## src/rtl/ascon_inv_permutation.sv

```systemverilog
// ascon_inv_permutation: iterative inverse Ascon p^n (n = 12/8/6) with valid/ready handshakes.
// Define ASCON_INV_UNROLL2_EN to apply two inverse rounds per clock instead of one.
module ascon_inv_permutation (
    input  logic        clk,
    input  logic        rst,
    input  logic        valid_i,
    output logic        ready_o,
    input  logic [1:0]  rounds_i,
    input  logic [63:0] x0_i,
    input  logic [63:0] x1_i,
    input  logic [63:0] x2_i,
    input  logic [63:0] x3_i,
    input  logic [63:0] x4_i,
    output logic        valid_o,
    input  logic        ready_i,
    output logic [63:0] x0_o,
    output logic [63:0] x1_o,
    output logic [63:0] x2_o,
    output logic [63:0] x3_o,
    output logic [63:0] x4_o
);
    typedef logic [4:0][63:0] state_w_t;
    typedef enum logic [1:0] {IDLE, RUN, DONE} fsm_t;
`ifdef ASCON_INV_UNROLL2_EN
    localparam logic [3:0] STEP = 4'd2;
`else
    localparam logic [3:0] STEP = 4'd1;
`endif
    localparam logic [0:31][4:0] INV_SBOX = {
        5'h14, 5'h1a, 5'h07, 5'h0d, 5'h00, 5'h09, 5'h0e, 5'h12,
        5'h0a, 5'h06, 5'h1d, 5'h01, 5'h19, 5'h15, 5'h13, 5'h1e,
        5'h18, 5'h16, 5'h0b, 5'h11, 5'h03, 5'h05, 5'h1c, 5'h1f,
        5'h17, 5'h1b, 5'h04, 5'h08, 5'h0f, 5'h0c, 5'h10, 5'h02
    };

    fsm_t        state, state_nxt;
    state_w_t    st, st_nxt;
    logic [3:0]  k, k_last;
    logic        last;

    function automatic logic [63:0] ror(input logic [63:0] v, input int s);
        return (v >> s) | (v << (64 - s));
    endfunction

    // L = 1 + R^a + R^b satisfies L^64 = 1 over GF(2), so L^-1 = L^63 = L^1 L^2 L^4 ... L^32,
    // and L^(2^i) is again a three-term rotation XOR with amounts scaled by 2^i.
    function automatic logic [63:0] inv_lin(input logic [63:0] v, input int a, input int b);
        logic [63:0] y;
        y = v;
        for (int i = 0; i < 6; i++) y = y ^ ror(y, (a << i) % 64) ^ ror(y, (b << i) % 64);
        return y;
    endfunction

    function automatic state_w_t inv_round(input state_w_t x, input logic [3:0] kk);
        state_w_t y, z;
        y[0] = inv_lin(x[0], 19, 28);
        y[1] = inv_lin(x[1], 61, 39);
        y[2] = inv_lin(x[2], 1, 6);
        y[3] = inv_lin(x[3], 10, 17);
        y[4] = inv_lin(x[4], 7, 41);
        for (int j = 0; j < 64; j++)
            {z[0][j], z[1][j], z[2][j], z[3][j], z[4][j]} =
                INV_SBOX[{y[0][j], y[1][j], y[2][j], y[3][j], y[4][j]}];
        z[2][7:0] = z[2][7:0] ^ (8'h4b + {4'd0, kk} * 8'h0f);
        return z;
    endfunction

    // round datapath from the state register and FSM next-state
    always_comb begin
        st_nxt = inv_round(st, k);
`ifdef ASCON_INV_UNROLL2_EN
        st_nxt = inv_round(st_nxt, k + 4'd1);
`endif
        last = (k + STEP - 4'd1) == k_last;
        state_nxt = state == IDLE ? (valid_i ? RUN : IDLE) :
                    state == RUN  ? (last ? DONE : RUN) :
                                    (ready_i ? IDLE : DONE);
    end

    // state register, round counter and job parameters latched on accept
    always_ff @(posedge clk) begin
        if (rst) begin
            state  <= IDLE;
            st     <= '0;
            k      <= '0;
            k_last <= 4'd11;
        end else begin
            state <= state_nxt;
            if (state == IDLE && valid_i) begin
                st     <= {x4_i, x3_i, x2_i, x1_i, x0_i};
                k      <= '0;
                k_last <= rounds_i == 2'b01 ? 4'd7 : rounds_i == 2'b10 ? 4'd5 : 4'd11;
            end else if (state == RUN) begin
                st <= st_nxt;
                k  <= k + STEP;
            end
        end
    end

    assign ready_o = state == IDLE;
    assign valid_o = state == DONE;
    assign x0_o    = st[0];
    assign x1_o    = st[1];
    assign x2_o    = st[2];
    assign x3_o    = st[3];
    assign x4_o    = st[4];
endmodule
```

## config.mk

```make
export PLATFORM = sky130hd
export DESIGN_NAME = ascon_inv_permutation
export DESIGN_NICKNAME = d
export VERILOG_FILES = /design/src/rtl/ascon_inv_permutation.sv
export SDC_FILE = /design/constraint.sdc
export NUM_CORES = 2
export LEC_CHECK = 0
export CAP_MARGIN = 40
export CELL_PAD_IN_SITES_DETAIL_PLACEMENT = 1
export CELL_PAD_IN_SITES_GLOBAL_PLACEMENT = 2
export CORE_UTILIZATION = 35
export CTS_CLUSTER_DIAMETER = 120
export DETAILED_ROUTE_END_ITERATION = 16
export DONT_BUFFER_PORTS = 1
export GPL_TIMING_DRIVEN = 0
export PLACE_DENSITY_LB_ADDON = 0.1
export SLEW_MARGIN = 10
export SYNTH_ARGS = -nofsm -noshare
export SYNTH_HDL_FRONTEND = slang
export SYNTH_SLANG_ARGS = --single-unit
```

## constraint.sdc

```tcl
create_clock -name clk -period 4.65 [get_ports clk]
set_input_delay 0.465 -clock clk [delete_from_list [all_inputs] [get_ports clk]]
set_output_delay 0.465 -clock clk [all_outputs]
set_load 0.005 [all_outputs]
```

# Word-level counts from Yosys, hierarchy flattened
# Memories as Yosys holds them, arrays and structs flattened.
# Index checks and enable logic that the tools add are counted.
[word_totals]
register_bits = 330
mem_bits_ro = 10240
out_inout_bits = 322
word_cells = 465
memories = 64
[classes]
n_addsub = 3
multipliers = 1
n_lt_le_gt_ge = 64
eq_ne = 5
n_mux = 137
bitwise = 179
n_reduce_logical = 4
[memory_table]
columns = ["name", "words", "width", "rd", "rd_ports_with_merged_regs", "wr", "line_no", "text"]
rows = [
  ["(no name shown)", 32, 5, 1, 0, 0, "63", "INV_SBOX[{y[0][j], y[1][j], y[2][j], y[3][j], y[4][j]}];"],
  ["(no name shown)", 32, 5, 1, 0, 0, "63", ""],
  ["(no name shown)", 32, 5, 1, 0, 0, "63", ""],
  ["(no name shown)", 32, 5, 1, 0, 0, "63", ""],
  ["(no name shown)", 32, 5, 1, 0, 0, "63", ""],
  ["(no name shown)", 32, 5, 1, 0, 0, "63", ""],
  ["+58 memories", "n/a", "n/a", "n/a", "n/a", "n/a", "n/a", ""],
]
[op_table]
columns = ["operator", "n"]
rows = [
  ["$xor A64 B64 Y64", 60],
  ["$mux W320", 2],
  ["$mux W5", 128],
  ["$or A32 B64 Y64", 8],
  ["$ge A6 B6 Y1 const B", 64],
  ["$not A5 Y6", 64],
  ["$or A16 B64 Y64", 5],
  ["$or A48 B64 Y64", 5],
  ["$or A36 B64 Y64", 3],
  ["$or A56 B64 Y64", 3],
  ["$or A8 B64 Y64", 3],
  ["$or A24 B64 Y64", 2],
  ["$or A40 B64 Y64", 2],
  ["$or A50 B64 Y64", 2],
  ["$or A52 B64 Y64", 2],
  ["$or A60 B64 Y64", 2],
  ["$or A12 B64 Y64", 1],
  ["$or A23 B64 Y64", 1],
  ["$or A25 B64 Y64", 1],
  ["$or A26 B64 Y64", 1],
  ["$or A28 B64 Y64", 1],
  ["$or A3 B64 Y64", 1],
  ["$or A30 B64 Y64", 1],
  ["$or A44 B64 Y64", 1],
  ["other kinds (24)", 30],
]

# Longest topological paths before layout
[logic_depth]
word_depth = 25
ltp_mapped = 18
ltp_nobuf = 17

# Worst setup path before layout
# Ideal clock, no wire load.
[synth_path]
kind = "register to register"
start = "register st (netlist bit x4_o[16])"
end = "register st (netlist bit x2_o[13])"
setup_time_ns = 0.118
arrival_time_ns = 4.676
path_slack_ns = -0.144
stages_incl_launch_ff = 14
n_path_buf = 1
synth_period_minus_slack_ns = 4.794
path_cell_list = "dfxtp_1 -> buf_2 -> xnor3_1 -> xnor3_1 -> xor3_1 -> xnor3_1 -> xnor3_2 -> xnor2_1 -> inv_1 -> ha_1 -> mux4_2 -> mux2_2 -> o221ai_1 -> nand2_1"
[synth_via]
elab_chain_len = 21
[synth_lines]
columns = ["element", "line_no", "text"]
rows = [
  ["start, declared", "37", "state_w_t st, st_nxt;"],
  ["start signal, assigned", "90", "st <= {x4_i, x3_i, x2_i, x1_i, x0_i};"],
  ["start signal, assigned", "94", "st <= st_nxt;"],
  ["$or A23 B64 Y64 or $or A57 B64 Y64 (tied branches)", "42", "return (v >> s) | (v << (64 - s));"],
  ["$xor A64 B64 Y64 (*)", "50", "for (int i = 0; i < 6; i++) y = y ^ ror(y, (a << i) % 64) ^ ror(y, (b << i) % 64);"],
  ["$or A50 B64 Y64, or another cell as far along", "42", ""],
  ["$xor A64 B64 Y64", "50", ""],
  ["$xor A64 B64 Y64 (*)", "50", ""],
  ["$or A36 B64 Y64, or another cell as far along", "42", ""],
  ["$xor A64 B64 Y64 or $or A8 B64 Y64 (tied branches)", "50, 42", ""],
  ["$xor A64 B64 Y64 (*)", "50", ""],
  ["[4 not listed]", "n/a", ""],
  ["$xor A64 B64 Y64 (*)", "50", ""],
  ["$xor A64 B64 Y64", "50", ""],
  ["$xor A64 B64 Y64 (*)", "50", ""],
  ["$not A5 Y6 (not written as such) (*)", "63", ""],
  ["$mem_v2 Z32 W5 (*)", "n/a", ""],
  ["$mux W5 (not written as such) (*) (2 in a row)", "63", ""],
  ["$mux W320 (*)", "93", "end else if (state == RUN) begin"],
  ["$mux W320 (*)", "89", "if (state == IDLE && valid_i) begin"],
]
# Mark *: on every way between the ends. The rest lies on a longest branch, timed or not. The select of a mux whose other input is x is not followed.
# A chain may end at the register's enable or synchronous reset.

# Worst setup path after layout
[layout_path]
start = "register st (netlist bit x4_o[21])"
end = "register st (netlist bit x4_o[59])"
[layout_via]
elab_chain_len = 21
[layout_lines]
columns = ["element", "line_no"]
rows = [
  ["$xor A64 B64 Y64 (*) (2 in a row)", "50"],
  ["$or A50 B64 Y64 or $or A46 B64 Y64 (tied branches)", "42"],
  ["$xor A64 B64 Y64", "50"],
  ["$xor A64 B64 Y64 (*)", "50"],
  ["$or A36 B64 Y64, or another cell as far along", "42"],
  ["$xor A64 B64 Y64 or $or A8 B64 Y64 (tied branches)", "50, 42"],
  ["$xor A64 B64 Y64 (*)", "50"],
  ["$xor A64 B64 Y64", "50"],
  ["[3 not listed]", "n/a"],
  ["$xor A64 B64 Y64 (*)", "50"],
  ["$xor A64 B64 Y64", "50"],
  ["$xor A64 B64 Y64 (*)", "50"],
  ["$not A5 Y6 (not written as such) (*)", "63"],
  ["$mem_v2 Z32 W5 (*)", "n/a"],
  ["$mux W5 (not written as such) (*) (2 in a row)", "63"],
  ["$mux W320 (*)", "93"],
  ["$mux W320 (*)", "89"],
]
# Marks and branches as above.

==> summary.md <==
| Metric | Value |
|---|---|
| Post-Synthesis Cells | just over 7,000 |
| Drt initial violations | ~7,700 |
| Run status | complete, but fails checks |
| Fin nets | slightly above 9,000 |
| Clock Path Buffers | 3 |
| Post-synth net total | 8,034 |
| CP Data Arrival Time | between 5 and 6 ns |
| Worst path slowest cell | o31ai_4 |
| Detail Route Antenna Nets | 0 |
| FF+latch count, synth | approximately 330 |
| F_max | just under 200 MHz |
| CP max stage delay | approximately 0.83 ns |
| Finished Layout Cells | between 10,000 and 15,000 |
| Setup violators final | approximately 110 |
| Gp weighted congestion | around 1.1 |
| Final count of hold timing violations | 1 |
| Placed cell count | between 10,000 and 15,000 |
| TritonCTS buffer count | 54 |
| GR Overflow Total | 0 |
| Worst Setup SP | x4_o[21] |
| CP Max Fanout | 5 |
| Mapped Area | roughly 0.068 sq mm |
| Die span in y | approximately 440 um |
| Crit path top cell by count | buf_6 |
| CTS tree | done |
| Synth Flop Type | dfxtp_1 |
| Die area | approximately 0.20 sq mm |
| Worst reg2reg startpoint | x4_o[21] |
| Crit start category | register |
| Wire length per cell | 44.6 um |
| Placed cell area | 0.0762 sq mm |
| Failing checks | hold timing, setup timing |
| Max-slew headroom | 0.267 |
| FFs w/ async S/R, synth | 0 |
| Clock sinks | approximately 330 |
| Crit. End Element | register |
| Clock transition at path regs | 0.06 ns |
| Initial Util | 0.353 |
| Final Cycle Share | 1.09 |
| Via count | between 60,000 and 70,000 |
| Worst Path Required | about 5.3 ns |
| Post-DP HPWL | 402,000 um |
| Critical Path Sink | x4_o[59] |
| RSZ-0062 raised after global routing | true |
| Drt first pass iters | 6 |
| Setup Crit Path Kind | register to register |
| Vias in the first global route | about 66,000 |
| Worst-Margin Slew | roughly 1.1 ns |
| First-pass GRT wire length | 633,000 um |
| Largest net degree at the start of global routing | 18 |
| Row Count | around 160 |
| Reg-to-reg endpoint | x4_o[59] |
| Initial antenna violation count | between 100 and 150 |
| Hold Slack | -0.0109 ns |
| Worst r2r path cells | 20 |
| CORE AREA | just under 0.2 sq mm |
| Skew-Pair Late Insertion Delay | ~0.76 ns |
| Post-synthesis sequential area ratio | 0.0965 |
| CP cell instances | buf_8 > xor3_2 > buf_6 > buf_4 > xnor3_1 > xnor3_2 > buf_6 > xor2_4 > xnor2_4 > xnor2_4 > buf_8 > xnor2_4 > buf_6 > buf_6 > ha_4 > nor2_2 > a21oi_2 > nor2b_2 > o31ai_4 > a211oi_2 |
| # H-tree levels | 2 |
| Slack of the critical path | -0.401 ns |
| Ports | between 600 and 700 |
| Area growth, synth to finish | 43.5% |
| Syn_area_per_cell | about 9.4 sq um |
| Port bufs | 0 |
| Warning count from the yosys run | 0 |
| Gr usage total | 0.483 |
| Hold WC Path Type | input port to register |
| Max-cap violations | 0 |
| Slew Limit Fails | 0 |
| Post-route cell area | a little under 0.1 sq mm |
| Vias per cell | around 6.2 |
| Drt drc | 0 |
| Routed wire length | approximately 500,000 um |
| Clk_skew | between 0.04 and 0.05 ns |
| Die width | roughly 440 um |
| Post-synth EDFFs | 0 |
| Tmin final | 5.05 ns |
| Share of layout cells above drive strength 1 | 0.385 |
| Library cells used by synthesis | 88 |
| Reg2Reg Setup Slack | -0.40 ns |
| Root buf cell | clkbuf_16 |
## Yosys cell counts (all sizes together) (35+ instances only)
master,n,area share
a211oi,201,0.022
a21oi,332,0.024
a221oi,38,0.0049
a311oi,66,0.0085
a31oi,37,0.0034
buf,88,0.0064
clkbuf,378,0.021
dfxtp,329,0.096
ha,445,0.082
inv,288,0.016
mux2,45,0.0074
mux2i,228,0.033
mux4,49,0.016
nand2,521,0.029
nand2b,39,0.0036
nand3,63,0.0046
nor2,541,0.030
nor2b,54,0.0049
nor3,144,0.011
o211ai,110,0.012
o21ai,390,0.029
o22ai,123,0.011
or3,35,0.0032
xnor2,989,0.13
xnor3,646,0.21
xor2,470,0.062
xor3,193,0.067
## placed cells by master (no fill, tap or decap), drive strengths merged, types with 34 or more instances in the layout
cell type       n
mux4           49
xnor2         989
a22oi          34
nand3          63
o21ai         390
buf          1108
nand2b         39
inv           273
dlygate4sd3   273
nor3          144
or3            35
xor2          470
mux2           45
nor2          541
nor2b          54
xor3          193
a221oi         38
ha            445
a211oi        201
a21oi         332
diode          59
mux2i         228
xnor3         646
a311oi         66
o211ai        110
o22ai         123
clkbuf        409
and2           34
dfxtp         329
a31oi          37
nand2         521
## worst min path at each step
stage                   start         to  slack, ns  cells after the start
CTS                  x3_i[23]   x3_o[23]      0.005                      2
finish               x1_i[47]   x1_o[47]      -0.01                      1
detailed placement  k_last[3]  k_last[3]       0.46                      2
global placement    k_last[3]  k_last[3]       0.45                      2
global route         x2_i[24]   x2_o[24]       0.04                      2
floorplan           k_last[3]  k_last[3]       0.43                      2
## flip-flops by register name (all words and copies together), names as in the netlist
name    cells
k           4
x2_o       64
state       2
x0_o       64
k_last      3
x4_o       64
x1_o       64
x3_o       64
## cell type report
class / instances / area [sq um]
sequential: 329 / 7080
clock buffer: 70 / 1510
timing repair buffer: 1268 / 12700
inverter: 296 / 1260
multi-input combinational: 6169 / 68800
buffer: 452 / 2890
tap: 2526 / 3160
fill: 20800 / 95200
clock inverter: 31 / 360
antenna: 59 / 148
## cell families after synthesis
logic type,after synthesis,share of synthesized area
xor gates and xnor gates,2298,0.473
AOI/OAI and AO/OA,1591,0.151
and+or+nand+nor,1510,0.0963
adders and majority gates,448,0.0824
buffers and inverters,762,0.0436
muxes,322,0.0570
DFF,329,0.0965
## worst max-delay path: cells and delay by family, from the launching register on
| kind | cells | cell delay (ns) |
|---|---|---|
| adders and majority gates | 1 | 0.12 |
| xor gates and xnor gates | 7 | 2.01 |
| and+or+nand+nor | 2 | 0.10 |
| AOI/OAI and AO/OA | 3 | 1.13 |
| DFF | 1 | 0.44 |
| buffers and inverters | 7 | 1.07 |
## per-layer routing
layer | wire length, um | global-route usage | vias to the layer above
met4 | 56600 | 0.421 | 40
met1 | 178000 | 0.570 | 35600
met3 | 57000 | 0.153 | 1561
li1 | - | - | 28100
met2 | 207000 | 0.705 | 4468
met5 | 290 | 0 | -
## per-stage QoR
step | setup TNS (ns) | hold slack, ns | utilization | setup WS (ns)
after floorplan | 0 | 0.435 | - | 0.0343
after global placement | -580.90 | 0.450 | 0.370 | -3.66
after detailed placement | -293.64 | 0.461 | 0.394 | -1.79
after CTS | -2.33 | 0.00464 | 0.470 | -0.195
after global routing | -12.60 | 0.0352 | 0.507 | -0.281
final | -10.80 | -0.0109 | 0.507 | -0.401
## repair_timing
action,4_1_cts,5_1_grt
endpoints found under the hold margin,273,0
hold buffers,273,0
resized for setup,1736,999
buffers inserted,337,332
pin swaps,399,479
setup endpoints to repair,320,258
Power is left out: the tool's default activity adds up to more than one toggle a clock period on the data nets, which glitch-free logic cannot reach.
